## src/rtl/pipe_ctrl_pkg.sv

```systemverilog
// Shared encodings for the pipeline sequencer: FSM states, exception codes, control ops.
// Pure declarations; no latency or flow-control behaviour of its own.
package pipe_ctrl_pkg;

    localparam int WORD_ADDR_W = 30;
    localparam int ISA_EXP_W   = 3;
    localparam int CTRL_OP_W   = 2;
    localparam int PIPE_ST_W   = 2;

    typedef enum logic [PIPE_ST_W-1:0] {
        PIPE_ST_RUN      = 2'd0,
        PIPE_ST_CP2_WAIT = 2'd1,
        PIPE_ST_EXP      = 2'd2
    } pipe_st_e;

    localparam logic [ISA_EXP_W-1:0]   ISA_EXP_NO_EXP  = 3'd0;
    localparam logic [ISA_EXP_W-1:0]   ISA_EXP_EXT_INT = 3'd1;
    localparam logic [CTRL_OP_W-1:0]   CTRL_OP_EXRT    = 2'd2;

    localparam logic [WORD_ADDR_W-1:0] EXP_VECTOR_DEFAULT  = '0;
    localparam int                     CP2_TIMEOUT_DEFAULT = 15;

endpackage

```

## src/rtl/pipe_ctrl_cp2_wait_timer.sv

```systemverilog
// CP2 wait counter: 4-bit count with clear > freeze > increment; tc_o when count hits CP2_TIMEOUT.
// Count visible one cycle after enable; freeze holds the count while the memory bus is busy.
module pipe_ctrl_cp2_wait_timer #(
    parameter int CP2_TIMEOUT = 15
) (
    input  logic clk_i,
    input  logic rst_n_i,
    input  logic clr_i,
    input  logic en_i,
    input  logic freeze_i,
    output logic tc_o
);

    logic [3:0] cnt_q, cnt_d;

    always_comb begin
        cnt_d = cnt_q;
        if (clr_i) begin
            cnt_d = '0;
        end else if (!freeze_i && en_i) begin
            cnt_d = cnt_q + 4'd1;
        end
    end

    always_ff @(posedge clk_i or negedge rst_n_i) begin
        if (!rst_n_i) begin
            cnt_q <= '0;
        end else begin
            cnt_q <= cnt_d;
        end
    end

    assign tc_o = (cnt_q == 4'(CP2_TIMEOUT));

endmodule

```

## src/rtl/pipe_ctrl.sv

```systemverilog
// IF/ID/EX/MEM sequencer: stall/flush decode, CP2 multi-cycle wait, exception entry and return.
// Stall/flush are combinational in the same cycle; EPC/cause/int_en/timeout update on the next edge.
module pipe_ctrl
    import pipe_ctrl_pkg::*;
#(
    parameter int                     CP2_TIMEOUT = CP2_TIMEOUT_DEFAULT,
    parameter logic [WORD_ADDR_W-1:0] EXP_VECTOR  = EXP_VECTOR_DEFAULT
) (
    input  logic                   clk_i,
    input  logic                   rst_n_i,
    input  logic                   ld_hazard_i,
    input  logic                   cp2_req_i,
    input  logic                   cp2_done_i,
    input  logic                   bus_busy_i,
    input  logic                   irq_i,
    input  logic                   mem_en_i,
    input  logic [WORD_ADDR_W-1:0] mem_pc_i,
    input  logic [ISA_EXP_W-1:0]   mem_exp_code_i,
    input  logic [CTRL_OP_W-1:0]   mem_ctrl_op_i,
    input  logic [WORD_ADDR_W-1:0] epc_in_i,
    input  logic                   epc_we_i,
    output logic                   if_stall_o,
    output logic                   id_stall_o,
    output logic                   ex_stall_o,
    output logic                   mem_stall_o,
    output logic                   if_flush_o,
    output logic                   id_flush_o,
    output logic                   ex_flush_o,
    output logic                   mem_flush_o,
    output logic [WORD_ADDR_W-1:0] new_pc_o,
    output logic [WORD_ADDR_W-1:0] epc_o,
    output logic [ISA_EXP_W-1:0]   exp_code_o,
    output logic                   int_en_o,
    output logic                   cp2_timeout_o
);

    pipe_st_e               state_q, state_d;
    logic [WORD_ADDR_W-1:0] epc_q;
    logic [ISA_EXP_W-1:0]   exp_code_q;
    logic                   int_en_q;
    logic                   cp2_timeout_q, cp2_timeout_d;
    logic                   exc, eret, exc_take, eret_take;
    logic                   tmr_clr, tmr_en, tmr_freeze, tmr_tc;

    pipe_ctrl_cp2_wait_timer #(.CP2_TIMEOUT(CP2_TIMEOUT)) u_cp2_timer (
        .clk_i    (clk_i),
        .rst_n_i  (rst_n_i),
        .clr_i    (tmr_clr),
        .en_i     (tmr_en),
        .freeze_i (tmr_freeze),
        .tc_o     (tmr_tc)
    );

    assign exc  = mem_en_i & ((mem_exp_code_i != ISA_EXP_NO_EXP) | (irq_i & int_en_q));
    assign eret = mem_en_i & (mem_ctrl_op_i == CTRL_OP_EXRT);

    always_comb begin
        {if_stall_o, id_stall_o, ex_stall_o, mem_stall_o} = 4'b0000;
        {if_flush_o, id_flush_o, ex_flush_o, mem_flush_o} = 4'b0000;
        new_pc_o      = EXP_VECTOR;
        state_d       = state_q;
        cp2_timeout_d = 1'b0;
        exc_take      = 1'b0;
        eret_take     = 1'b0;
        tmr_clr       = 1'b0;
        tmr_en        = 1'b0;
        tmr_freeze    = 1'b0;
        if (state_q == PIPE_ST_EXP) begin
            // IF already fetches from the vector; only the older stages are cleared.
            {id_flush_o, ex_flush_o, mem_flush_o} = 3'b111;
            state_d = PIPE_ST_RUN;
        end else if (exc) begin
            {if_flush_o, id_flush_o, ex_flush_o, mem_flush_o} = 4'b1111;
            exc_take = 1'b1;
            tmr_clr  = 1'b1;
            state_d  = PIPE_ST_EXP;
        end else if (eret) begin
            {if_flush_o, id_flush_o, ex_flush_o, mem_flush_o} = 4'b1111;
            new_pc_o  = epc_q;
            eret_take = 1'b1;
            tmr_clr   = 1'b1;
            state_d   = PIPE_ST_RUN;
        end else if (bus_busy_i) begin
            {if_stall_o, id_stall_o, ex_stall_o, mem_stall_o} = 4'b1111;
            tmr_freeze = 1'b1;
        end else if (state_q == PIPE_ST_CP2_WAIT) begin
            if (cp2_done_i) begin
                tmr_clr = 1'b1;
                state_d = PIPE_ST_RUN;
            end else begin
                {if_stall_o, id_stall_o, ex_stall_o} = 3'b111;
                ex_flush_o = 1'b1;
                if (tmr_tc) begin
                    cp2_timeout_d = 1'b1;
                    tmr_clr       = 1'b1;
                    state_d       = PIPE_ST_RUN;
                end else begin
                    tmr_en = 1'b1;
                end
            end
        end else if (ld_hazard_i) begin
            if_stall_o = 1'b1;
            id_flush_o = 1'b1;
        end else if (cp2_req_i) begin
            tmr_en  = 1'b1;
            state_d = PIPE_ST_CP2_WAIT;
        end
    end

    always_ff @(posedge clk_i or negedge rst_n_i) begin
        if (!rst_n_i) begin
            state_q       <= PIPE_ST_RUN;
            epc_q         <= '0;
            exp_code_q    <= ISA_EXP_NO_EXP;
            int_en_q      <= 1'b0;
            cp2_timeout_q <= 1'b0;
        end else begin
            state_q       <= state_d;
            cp2_timeout_q <= cp2_timeout_d;
            if (exc_take) begin
                epc_q      <= mem_pc_i;
                exp_code_q <= (mem_exp_code_i == ISA_EXP_NO_EXP) ? ISA_EXP_EXT_INT : mem_exp_code_i;
                int_en_q   <= 1'b0;
            end else begin
                if (epc_we_i) begin
                    epc_q <= epc_in_i;
                end
                if (eret_take) begin
                    int_en_q <= 1'b1;
                end
            end
        end
    end

    assign epc_o         = epc_q;
    assign exp_code_o    = exp_code_q;
    assign int_en_o      = int_en_q;
    assign cp2_timeout_o = cp2_timeout_q;

endmodule
```

## config.mk

```make
export PLATFORM = sky130hd
export DESIGN_NAME = pipe_ctrl
export DESIGN_NICKNAME = d
export VERILOG_FILES = /design/src/rtl/pipe_ctrl_pkg.sv /design/src/rtl/pipe_ctrl_cp2_wait_timer.sv /design/src/rtl/pipe_ctrl.sv
export SDC_FILE = /design/constraint.sdc
export NUM_CORES = 1
export LEC_CHECK = 0
export CORE_MARGIN = 10
export CORE_UTILIZATION = 39
export CTS_CLUSTER_SIZE = 8
export DETAILED_ROUTE_END_ITERATION = 10
export MAX_ROUTING_LAYER = met4
export PLACE_DENSITY = 0.86
export SLEW_MARGIN = 25
export SYNTH_ARGS = -nofsm -noshare
export SYNTH_HDL_FRONTEND = slang
export SYNTH_SLANG_ARGS = --single-unit
```

## constraint.sdc

```tcl
create_clock -name clk_i -period 7.2 [get_ports clk_i]
set_input_delay 2.16 -clock clk_i [delete_from_list [all_inputs] [get_ports clk_i]]
set_output_delay 2.16 -clock clk_i [all_outputs]
set_load 0.01 [all_outputs]
```

==> out/results.ini <==
[status]
status = finished, final reports clean

[setup_path]
cp_data_arrival_time_ps = 4210
cp_max_fo = 7
cp_num_cells = 6
path_common_cell = clkdlybuf4s50_1
endpoint_kind = output port
required_ps = 5040
crit_type = in2out
cp-start-kind = input pin
critPathMaxStageDelay_ps = 530
slowest_stage = clkdlybuf4s50_1
cp_top_family = buffers and inverters
crit_chain = clkdlybuf4s50_1 > a2111o_1 > o21a_4 > nor2_1 > and2_1 > clkdlybuf4s50_1
reg2reg_depth = 4
crit_buf_inv = 2

[drt]
drtIter0Drc = 84
routed_via_density = 4.99
drc = 0
wl_per_cell_um = 16.6
first_pass_iters = 4
vias = 2262
ant_nets = 0
drt_wl_total_mm = 7.53

[logic_synthesis]
synth_largest_area_cell = dfrtp_1
synth_top_family_by_area = simple AND/OR/NAND/NOR gates
synth.area.mux_share_pct = 15.8
synthArstFlopShare_pct = 100
synth_edf_count = 0
syn-num-nets = 315
synth_cells = 240
synth.area.top_cells = dfrtp_1 (46%), mux2i_1 (15%), and2_1 (8.7%)
synth_area_per_cell_um2 = 9.28
synth-seq-area-share_pct = 46.0
ys_warn_count = 0
synth-xor-area-share_pct = 0
synth_seq_cells = 41
synth_compound_area_share_pct = 11.0
ys_types = 32
netlist_area_mm2 = 0.00223
synth_simple_gate_area_share_pct = 22.7
synthAdderAreaFrac_pct = 1.01
netlist.area_leader.share_pct = 46.0
synth_flop_cell = dfrtp_1

[clocking]
tritoncts = built
cts.sinks = 41
cts_buffers = 5
clock_latency_ps = 290
ctsHoldBuffers = 0
cts.repair.resized = 0
cts_setup_buffers = 0
h-tree-depth = 2
ctsLongestPathBuffers = 2
clock-root-buffer = clkbuf_8
clk_pin_slew_ps = 80

[sta]
worst_pin_slew_ps = 911
fmax_mhz = 157
tns_ps = 0
rsz0062_at_grt = no
finalCritPeriodShare_pct = 88.4
setup_violations = 0
relSlewSlack_pct = 39.3
slew_viol_final = 0
fin_ws_ps = 834
hold_viol_final = 0
whs_ps = 493
period_needed_ps = 6370
clock_skew_ps = 7.11

[floorplanning]
coreArea_mm2 = 0.00554
start_util_pct = 40.2
die_y_um = 95.6
num_rows = 27
die_area_mm2 = 0.00914
die_w_um = 95.6
io_pins = 147

[hold_path]
hold_depth = 2
min_path_type = reg2reg

[placement]
place.gp.congestion = 0.860
post-place-ws_ps = 837
dpl_cell_area_mm2 = 0.00373
dp_cells = 445
portBuffers = 146
dp_hpwl_mm = 5.99

[power_and_ir_drop]
ir_drop_uv = 116
total_power_uw = 753
cellPowerDensity_mw_per_mm2 = 197
power.leakage_nw = 1.63

[layout]
multi_input_area_mm2 = 0.00113
drive_above_1_share_pct = 4.72
layout.cells.non_filler = 453
register_area_mm2 = 0.00103
area_growth_pct = 71.4
fin_area_mm2 = 0.00382
fillers = 441
diodes = 0
final_nets = 455
final_util_pct = 68.9

[global_route]
antenna_found_initial = 0
grtUsageTotal_pct = 15.7
grt_max_degree = 67
grt_pass1_wl_mm = 11.0
grt_pass1_vias = 2183
overflow = 0

[job]
drv_cap = 0

placed cells by master (no fill, tap or decap), types with 3 or more instances in the layout:
master,count
and2_1,31
clkdlybuf4s50_1,144
nor3_1,3
nand2b_1,4
clkbuf_8,5
buf_4,4
nand2_1,12
o21ai_0,3
a21oi_1,31
nor2_1,40
inv_1,3
mux2i_1,33
dfrtp_1,41
cells in the mapped netlist (all sizes together) (2+ instances only):
cell	instances
and2	31
o21a	2
buf	5
nand2b	4
a21oi	32
nor3	3
mux2i	33
o21ai	3
clkbuf	11
dfrtp	41
nand2	13
nor2b	2
mux2	2
nand3	2
nor2	40
inv	3
where the power goes:
part	internal, mW	switching [mW]
Clock	0.0673	0.0777
Combinational	0.172	0.126
Sequential	0.276	0.0337
Total	0.515	0.237
registers in the layout, summed over array words and instances (netlist names):
| signal | flops |
|---|---|
| u_cp2_timer.cnt_q | 4 |
| state_q | 2 |
| int_en_o | 1 |
| exp_code_o | 3 |
| epc_o | 30 |
| cp2_timeout_o | 1 |
final timing paths:
check	startpoint	endpoint	slack, ps
min in group asynchronous	rst_n_i	epc_o[28]$_DFFE_PN0P_	1860
min	exp_code_o[0]$_DFFE_PN0P_	exp_code_o[0]$_DFFE_PN0P_	490
max in group asynchronous	rst_n_i	u_cp2_timer.cnt_q[0]$_DFFE_PN0P_	4980
max reg2reg	int_en_o$_DFFE_PN0P_	exp_code_o[1]$_DFFE_PN0P_	5200
min reg2reg	exp_code_o[0]$_DFFE_PN0P_	exp_code_o[0]$_DFFE_PN0P_	490
max	mem_exp_code_i[0]	mem_stall_o	830
layout make-up:
| type | count | area share (%) |
|---|---|---|
| clock buffer | 6 | 1.90 |
| clock inverter | 2 | 0.262 |
| inverter | 3 | 0.295 |
| multi-input combinational | 180 | 29.7 |
| sequential | 41 | 26.9 |
| tap | 72 | 2.36 |
| timing repair buffer | 149 | 38.7 |
cells by family (layout without fill, tap and decap cells):
logic type | after synthesis | after routing
simple gates | 100 | 100
compound gates | 43 | 43
mux | 35 | 35
buf+inv | 19 | 160
flops | 41 | 41
fa+ha+maj | 2 | 2
worst min-delay path: cells and delay by family, from the launching register on:
kind	cells	cell delay [ps]
AOI/OAI and AO/OA	1	60
DFF	1	350
and+or+nand+nor	1	50
routing by layer:
metal | global-route usage [%] | vias up | part of all wire [%]
met5 | - | - | 0
met4 | 1.47 | 0 | 0.080
met3 | 3.85 | 2 | 7.4
met2 | 27.9 | 91 | 52
met1 | 18.0 | 1080 | 40
li1 | - | 1089 | -
Power figures use the tool's default switching activity.
